$ cat src/rtl/fetch_pkg.sv
// Shared constants and types for the instruction fetch front-end.
// PC values are word indices; one instruction per PC step.
package fetch_pkg;

    localparam int PC_WIDTH    = 64;
    localparam int INSTR_WIDTH = 32;
    localparam int PC_STEP     = 1;

    typedef enum logic {
        FETCH = 1'b0,
        FLUSH = 1'b1
    } fetch_state_e;

    typedef struct packed {
        logic [PC_WIDTH-1:0]    pc;
        logic [INSTR_WIDTH-1:0] instr;
    } fetch_entry_t;

    localparam int ENTRY_WIDTH = $bits(fetch_entry_t);

endpackage

$ cat src/rtl/sync_fifo.sv
// Small synchronous FIFO with a single-cycle clear; the head is read from
// registered storage, so a pushed entry is visible one cycle after the push.
module sync_fifo #(
    parameter int WIDTH = 8,
    parameter int DEPTH = 4
) (
    input  logic                       clk,
    input  logic                       reset,
    input  logic                       clear_i,
    input  logic                       push_i,
    input  logic [WIDTH-1:0]           data_i,
    input  logic                       pop_i,
    output logic [WIDTH-1:0]           data_o,
    output logic [$clog2(DEPTH+1)-1:0] count_o
);

    localparam int PTR_W = (DEPTH > 1) ? $clog2(DEPTH) : 1;
    localparam int CNT_W = $clog2(DEPTH + 1);

    logic [WIDTH-1:0] mem_q [DEPTH];
    logic [PTR_W-1:0] wr_ptr_q, wr_ptr_d;
    logic [PTR_W-1:0] rd_ptr_q, rd_ptr_d;
    logic [CNT_W-1:0] count_q, count_d;
    logic             do_push, do_pop;

    function automatic logic [PTR_W-1:0] ptr_inc(input logic [PTR_W-1:0] p);
        return (p == PTR_W'(DEPTH - 1)) ? '0 : p + PTR_W'(1);
    endfunction

    assign do_pop  = pop_i && (count_q != '0);
    assign do_push = push_i && ((count_q != CNT_W'(DEPTH)) || do_pop);

    // NOTE: every _d gets its hold value first, so no path can infer a latch.
    always_comb begin
        wr_ptr_d = wr_ptr_q;
        rd_ptr_d = rd_ptr_q;
        count_d  = count_q;
        if (clear_i) begin
            wr_ptr_d = '0;
            rd_ptr_d = '0;
            count_d  = '0;
        end else begin
            if (do_push) wr_ptr_d = ptr_inc(wr_ptr_q);
            if (do_pop)  rd_ptr_d = ptr_inc(rd_ptr_q);
            count_d = count_q + CNT_W'(do_push) - CNT_W'(do_pop);
        end
    end

    always_ff @(posedge clk) begin
        if (reset) begin
            wr_ptr_q <= '0;
            rd_ptr_q <= '0;
            count_q  <= '0;
        end else begin
            wr_ptr_q <= wr_ptr_d;
            rd_ptr_q <= rd_ptr_d;
            count_q  <= count_d;
        end
    end

    // NOTE: storage is not reset; count_q alone decides which entries are live.
    always_ff @(posedge clk) begin
        if (do_push && !clear_i) mem_q[wr_ptr_q] <= data_i;
    end

    assign data_o  = mem_q[rd_ptr_q];
    assign count_o = count_q;

endmodule

$ cat src/rtl/fetch_queue.sv
// Instruction fetch front-end: issues sequential PCs to an in-order memory,
// queues {pc, instr} pairs, and flushes/drops stale responses on redirect.
module fetch_queue
    import fetch_pkg::*;
#(
    parameter int DEPTH = 4
) (
    input  logic                   clk,
    input  logic                   reset,
    input  logic                   redirect_valid,
    input  logic [PC_WIDTH-1:0]    redirect_pc,
    output logic                   mem_req_valid,
    output logic [PC_WIDTH-1:0]    mem_req_addr,
    input  logic                   mem_req_ready,
    input  logic                   mem_rsp_valid,
    input  logic [INSTR_WIDTH-1:0] mem_rsp_data,
    output logic                   instr_valid,
    output logic [INSTR_WIDTH-1:0] instr_data,
    output logic [PC_WIDTH-1:0]    instr_pc,
    input  logic                   instr_ready
);

    localparam int CNT_W = $clog2(DEPTH + 1);
    localparam int SUM_W = CNT_W + 1;

    fetch_state_e        state_q, state_d;
    logic [PC_WIDTH-1:0] fetch_pc_q, fetch_pc_d;
    logic [PC_WIDTH-1:0] rsp_pc_q, rsp_pc_d;
    logic [CNT_W-1:0]    outstanding_q, outstanding_d;
    logic [CNT_W-1:0]    drop_q, drop_d;
    logic [CNT_W-1:0]    count_q, count_d;
    logic                req_valid_q, req_valid_d;
    logic                req_fire, rsp_live, push, pop;
    fetch_entry_t        push_entry, head_entry;
    logic [ENTRY_WIDTH-1:0] head_bits;

    assign req_fire    = req_valid_q && mem_req_ready;
    // A response with nothing owed is a protocol error and is ignored.
    assign rsp_live    = mem_rsp_valid && ((outstanding_q != '0) || (drop_q != '0));
    assign instr_valid = (count_q != '0);
    assign pop         = instr_valid && instr_ready;

    always_comb begin
        state_d       = state_q;
        fetch_pc_d    = fetch_pc_q;
        rsp_pc_d      = rsp_pc_q;
        outstanding_d = outstanding_q;
        drop_d        = drop_q;
        push          = 1'b0;

        if (req_fire) fetch_pc_d = fetch_pc_q + PC_WIDTH'(PC_STEP);

        if (redirect_valid) begin
            // Everything still owed by memory becomes stale; a response
            // arriving this very cycle is one of them and is dropped now.
            fetch_pc_d    = redirect_pc;
            rsp_pc_d      = redirect_pc;
            drop_d        = drop_q + outstanding_q + CNT_W'(req_fire) - CNT_W'(rsp_live);
            outstanding_d = '0;
        end else if (state_q == FETCH) begin
            push          = rsp_live;
            outstanding_d = outstanding_q + CNT_W'(req_fire) - CNT_W'(rsp_live);
            if (rsp_live) rsp_pc_d = rsp_pc_q + PC_WIDTH'(PC_STEP);
        end else if (rsp_live) begin
            drop_d = drop_q - CNT_W'(1);
        end

        state_d = (drop_d != '0) ? FLUSH : FETCH;
        count_d = redirect_valid ? '0 : count_q + CNT_W'(push) - CNT_W'(pop);

        // Precomputed from next state so the request strobe is a plain flop.
        req_valid_d = (state_d == FETCH) &&
                      ((SUM_W'(outstanding_d) + SUM_W'(count_d)) < SUM_W'(DEPTH));
    end

    always_ff @(posedge clk) begin
        if (reset) begin
            state_q       <= FETCH;
            fetch_pc_q    <= '0;
            rsp_pc_q      <= '0;
            outstanding_q <= '0;
            drop_q        <= '0;
            req_valid_q   <= 1'b0;
        end else begin
            state_q       <= state_d;
            fetch_pc_q    <= fetch_pc_d;
            rsp_pc_q      <= rsp_pc_d;
            outstanding_q <= outstanding_d;
            drop_q        <= drop_d;
            req_valid_q   <= req_valid_d;
        end
    end

    assign push_entry = '{pc: rsp_pc_q, instr: mem_rsp_data};

    sync_fifo #(
        .WIDTH (ENTRY_WIDTH),
        .DEPTH (DEPTH)
    ) u_queue (
        .clk     (clk),
        .reset   (reset),
        .clear_i (redirect_valid),
        .push_i  (push),
        .data_i  (push_entry),
        .pop_i   (pop),
        .data_o  (head_bits),
        .count_o (count_q)
    );

    assign head_entry    = fetch_entry_t'(head_bits);
    assign instr_data    = instr_valid ? head_entry.instr : '0;
    assign instr_pc      = instr_valid ? head_entry.pc : '0;
    assign mem_req_valid = req_valid_q;
    assign mem_req_addr  = fetch_pc_q;

    rsp_protocol_a: assert property (@(posedge clk) disable iff (reset)
        !(mem_rsp_valid && (outstanding_q == '0) && (drop_q == '0)));

endmodule

$ cat config.mk
export PLATFORM = sky130hd
export DESIGN_NAME = fetch_queue
export DESIGN_NICKNAME = d
export VERILOG_FILES = /design/src/rtl/fetch_pkg.sv /design/src/rtl/sync_fifo.sv /design/src/rtl/fetch_queue.sv
export SDC_FILE = /design/constraint.sdc
export NUM_CORES = 1
export LEC_CHECK = 0
export ABC_AREA = 1
export ABC_CLOCK_PERIOD_IN_PS = 8600
export BUFFER_PORTS_ARGS = -buffer_cell sky130_fd_sc_hd__buf_2
export CORE_MARGIN = 10
export CORE_UTILIZATION = 62
export CTS_BUF_LIST = sky130_fd_sc_hd__clkbuf_2 sky130_fd_sc_hd__clkbuf_4 sky130_fd_sc_hd__clkbuf_8
export CTS_CLUSTER_SIZE = 30
export DETAILED_ROUTE_END_ITERATION = 12
export PLACE_DENSITY = 0.81
export SYNTH_ARGS = -nofsm -noshare
export SYNTH_HDL_FRONTEND = slang
export SYNTH_SLANG_ARGS = --single-unit
$ cat constraint.sdc
create_clock -name clk -period 8.6 [get_ports clk]
set_input_delay 0.86 -clock clk [delete_from_list [all_inputs] [get_ports clk]]
set_output_delay 0.86 -clock clk [all_outputs]
set_load 0.005 [all_outputs]
* Yosys cells after proc, flatten, opt, wreduce, memory -nomap -nowiden
Memory sizes are Yosys's and may differ from the RTL's. A register that Yosys moved wholly into a read port is not among the register bits.
Cells that the tools add are included.
** Word-level totals
- Register bits :: 143
- Output and inout bits :: 162
- Bits of input ports :: 102
- Memory bits (writable) :: 384
- Memories :: 1
- Word-level logic and storage cells :: 71
** Cells by class
- Bitwise gates (word level) :: 1
- Multiplexer cells :: 22
- Add/sub/neg operators :: 15
- Equality and inequality tests :: 4
- Magnitude comparators :: 1
- Reductions and logical operators :: 18
** Memories
- u_queue.mem_q :: words 4, width 96, read ports 1, clocked after memory_dff 1, wr ports 1, line sync_fifo.sv:20 : logic [WIDTH-1:0] mem_q [DEPTH];
** Operators by type and width (number)
- 64-bit 2-to-1 mux :: 6
- 64-bit by 1-bit adder with 64-bit output (second input constant) :: 2
- 32-bit 2-to-1 mux :: 1
- 3-bit 2-to-1 mux :: 6
- 3-bit by 1-bit adder with 3-bit output :: 4
- 3-bit nonzero test :: 4
- 3-bit by 1-bit subtractor with 3-bit output :: 4
- 2-bit 2-to-1 mux :: 4
- 1-bit logical AND :: 7
- 1-bit 2-to-1 mux :: 5
- 2-bit by 1-bit adder with 2-bit output (second input constant) :: 2
- 3-bit by 3-bit adder with 4-bit output :: 1
- 2-bit equality test (second input constant) :: 2
- 4-bit by 3-bit < comparator with 1-bit output (second input constant) :: 1
- 2-bit nonzero test :: 2
- 3-bit adder :: 1
- 3-bit inequality test (second input constant) :: 1
- 3-bit by 1-bit subtractor with 3-bit output (second input constant) :: 1
- 1-bit logical OR :: 2
- 2-bit inequality test (second input constant) :: 1
- 2-bit AND reduction :: 1
- 2-bit OR reduction :: 1
- 1-bit logical NOT :: 1
- 1-bit inverter :: 1

* Longest topological paths before layout
- Word-level depth :: 11
- Mapped depth :: 20
- Gate-level depth less buffers :: 20

* Modules after synthesis
Synthesis repeated with hierarchy kept, for this count alone.
** Second synthesis, totals
- Cell total of the unflattened synthesis :: 2928
- Area, all modules :: 25819.8 µm²
** Modules (own cells, without submodules)
- sync_fifo :: instances 1, area an instance 14777.9 µm², cells an instance 997
- fetch_queue :: instances 1, area an instance 11041.8 µm², cells an instance 1931

* Worst setup path after synthesis
No wires, ideal clock.
- Kind :: input-to-reg
- Start :: input port redirect_valid
- End :: memory u_queue.mem_q[0][0] (netlist name), enable pin
- Stages on the path :: 4
- Arrival time :: 5461 ps
- Path buffers :: 1
- Setup time :: 552 ps
- Required time :: 8048 ps
- Path slack :: 2587 ps
- Cell sequence :: buf_2 -> nor2_4 -> o21ai_1 -> nor2_1
** Between the ends
- Word-level cells in the longest chain between the ends :: 5
** RTL lines
- start: declaration :: line fetch_queue.sv:10 : input logic redirect_valid,
- 1-bit 2-to-1 mux :: line fetch_queue.sv:53 : if (redirect_valid) begin
- 1-bit logical AND :: line sync_fifo.sv:31 : assign do_push = push_i && ((count_q != CNT_W'(DEPTH)) || do_pop);
- 1-bit logical AND (*) :: line sync_fifo.sv:63 : if (do_push && !clear_i) mem_q[wr_ptr_q] <= data_i;
- 1-bit 2-to-1 mux (*) :: line sync_fifo.sv:63
- 1-bit 2-to-1 mux (implied by the code) (*) :: line sync_fifo.sv:63
- end: declaration :: line sync_fifo.sv:20
Mark *: on every way between the ends. The rest lies on a longest branch, timed or not.

==> metrics.txt <==
Via-to-Cell Ratio 5.781; DRC 0; fin nets 3236; most frequent cells in the layout 657 x nor2_1, 534 x nand2_1, 384 x edfxtp_1; largest net degree at the start of global routing 115; row cnt 73; final period utilization 0.5278; Netlist Area Pre-Place 0.02511 mm²; Min-Delay Path Class primary input to flip-flop; Detailed Route WL 74220 µm; Starting Density 0.6291; die height 221.3 µm; YS warnings 0; critical path arrival 3.68 ns; Final min period 4.539 ns; HP Start mem_rsp_data[9]; Synth Register Bits 529; synth unique cells 44; CTS tree done; Worst Hold End u_queue.mem_q[2][9]; IO Pins 264; nature of the critical path startpoint flip-flop; Antenna Nets Post-Route 0; reg-to-reg setup timing slack 4.30 ns; Ant. Diodes 0; setup ws final 4.061 ns; 1st-iter DRT viols 2365; antenna violations before repair 0; required time of the worst setup path 7.74 ns; CTS Root Cell clkbuf_8; Slew HR 0.2293; total global routing overflow 0; maximum clock rate 220.3 MHz; Final Skew 0.02326 ns; Worst-path clk slew 0.06 ns; Die X 221.3 µm; # Post-CTS Setup Buffers 0; die area 0.04895 mm²; Power Dens Cells 213.0 mW/mm²; worst vdd ir 0.1461 mV; Yosys top cell area share 0.4592; cells on worst reg2reg path 11; Worst-Margin Slew 1.156 ns; Slowest cell on crit path buf_4; RePlAce Congestion 0.9785; DR vias 21420; Crit Path Category flip-flop to output port; max capacitance violation total 0; Yosys top cell by area edfxtp_1; hold_buf cts 0; vias in the first global route 20560; Port Buffers 263; gr usage total 0.2901; first-pass GRT wire length 113600 µm; clock buffer depth 3; pre-CTS WS 3.955 ns; CP Capture Type output port; CP max stage delay 0.86 ns; Worst-Skew Late Latency 0.65 ns; status finished clean; Final HPWL DP 50820 µm; clock buffer count from CTS 85; leakage power 10.88 nW; RR Endpoint u_queue.mem_q[0][59]; CP Cell Sequence buf_4, buf_4, nor2_1, nor2_1, o21ai_0, a21oi_1, buf_2; R2R Path Start drop_q[0]; H-tree depth 3; RSZ-0062 raised after global routing no; Setup Total Neg Slack 0 ns; leading post-synthesis cells by cell area edfxtp_1 46%, dfxtp_1 12%, nor2_1 9.9%; Final Max Slew Viols 0; share of layout cells above drive strength 1 0.1541; most common cell after layout, fill and taps aside nor2_1; final setup vio count 0; sequential fraction of the synthesis area 0.5748; Hold Path Depth 1; area delta synth->final 13.24%; syn_nets 2989; Final Hold Fails 0; crit path max fanout 94; CTS Sinks 529; syn_area_per_cell 8.768 µm²; Post-Synthesis Cells 2864; wire length per cell 20.03 µm; first-pass iteration count of the detailed router 6; PostCTS Resize Cnt 0; core area 0.03991 mm²
[cell usage after synthesis, drive strengths merged]
cell type	instances
nor4	5
dfxtp	145
and2	5
a21oi	188
o21ai	297
nand2	549
o21bai	3
o211ai	3
nor3	10
nand3	97
clkinv	3
a211oi	1
nand3b	2
edfxtp	384
xnor2	21
fa	5
xor2	49
o211a	1
and3	1
nand4	15
nor2	694
buf	33
clkbuf	85
or2	3
a31oi	38
o41ai	1
ha	18
o22ai	6
inv	201
o21a	1
[power breakdown]
| group | internal, mW | total [mW] | leakage (nW) | switching [mW] |
|---|---|---|---|---|
| logic | 0.292 | 0.914 | 5.29 | 0.621 |
| clock network | 1.10 | 2.10 | 0.880 | 0.994 |
| registers | 2.90 | 3.05 | 4.71 | 0.143 |
[final cells by class]
type | count | area, µm²
fillers | 3044 | 11480
clock buffers | 115 | 1451
multi-input cells | 2013 | 9477
inverters | 204 | 770.7
clock inverters | 41 | 207.7
repair buffers | 278 | 1431
flip-flops and latches | 529 | 14440
well taps | 525 | 656.9
[sequential cells by signal (all words and copies together) (netlist names), named ones only]
register and cells:
u_queue.rd_ptr_q 2, u_queue.count_o 3, mem_req_addr 64, mem_req_valid 1
u_queue.wr_ptr_q 2, rsp_pc_q 64, u_queue.mem_q 384, state_q 1
outstanding_q 3, drop_q 3
[stage by stage]
stage / utilization / total power [mW] / cell area [µm²] / hold WS, ns / std cells
finish: 0.7124 / 6.058 / 28440 / 0.4258 / 3705
global route: 0.7124 / 6.317 / 28440 / 0.4112 / 3705
detailed placement: 0.6709 / 3.998 / 26780 / 0.5278 / 3549
global placement: 0.6709 / 3.958 / 26780 / 0.4821 / 3549
CTS: 0.7124 / 6.069 / 28440 / 0.3919 / 3705
floorplan: - / 3.637 / 25110 / 0.4820 / 2864
[worst max-delay path by stage]
stage,cells past startpoint,to,start,slack [ns]
floorplan,4,u_queue.mem_q[0][0],redirect_valid,2.59
global placement,7,u_queue.mem_q[1][89],redirect_valid,4.01
detailed placement,7,u_queue.mem_q[0][93],redirect_valid,3.95
CTS,7,instr_pc[22],flip-flop,4.02
global route,7,instr_pc[22],flip-flop,3.75
finish,7,instr_pc[15],flip-flop,4.06
[worst max-delay path, delay by kind of cell (launching register included)]
family | cells | cell delay (ns)
compound gates | 2 | 0.50
buf+inv | 3 | 1.78
flops | 1 | 0.47
simple gates | 2 | 0.23
[cell families after synthesis]
logic type,Yosys count,synth area share
buf+inv,322,0.04943
xor+xnor,70,0.02441
simple gates,1381,0.2271
fa+ha+maj,23,0.01295
compound gates,539,0.1114
flops,529,0.5748
[per-layer routing]
layer,vias up,global-route usage,wire (µm)
met2,1102,0.4726,35050
li1,10050,-,-
met1,10110,0.3750,29530
met3,158,0.05892,7166
met4,0,0.1121,2472
met5,-,0,0
Power figures use the tool's default switching activity.
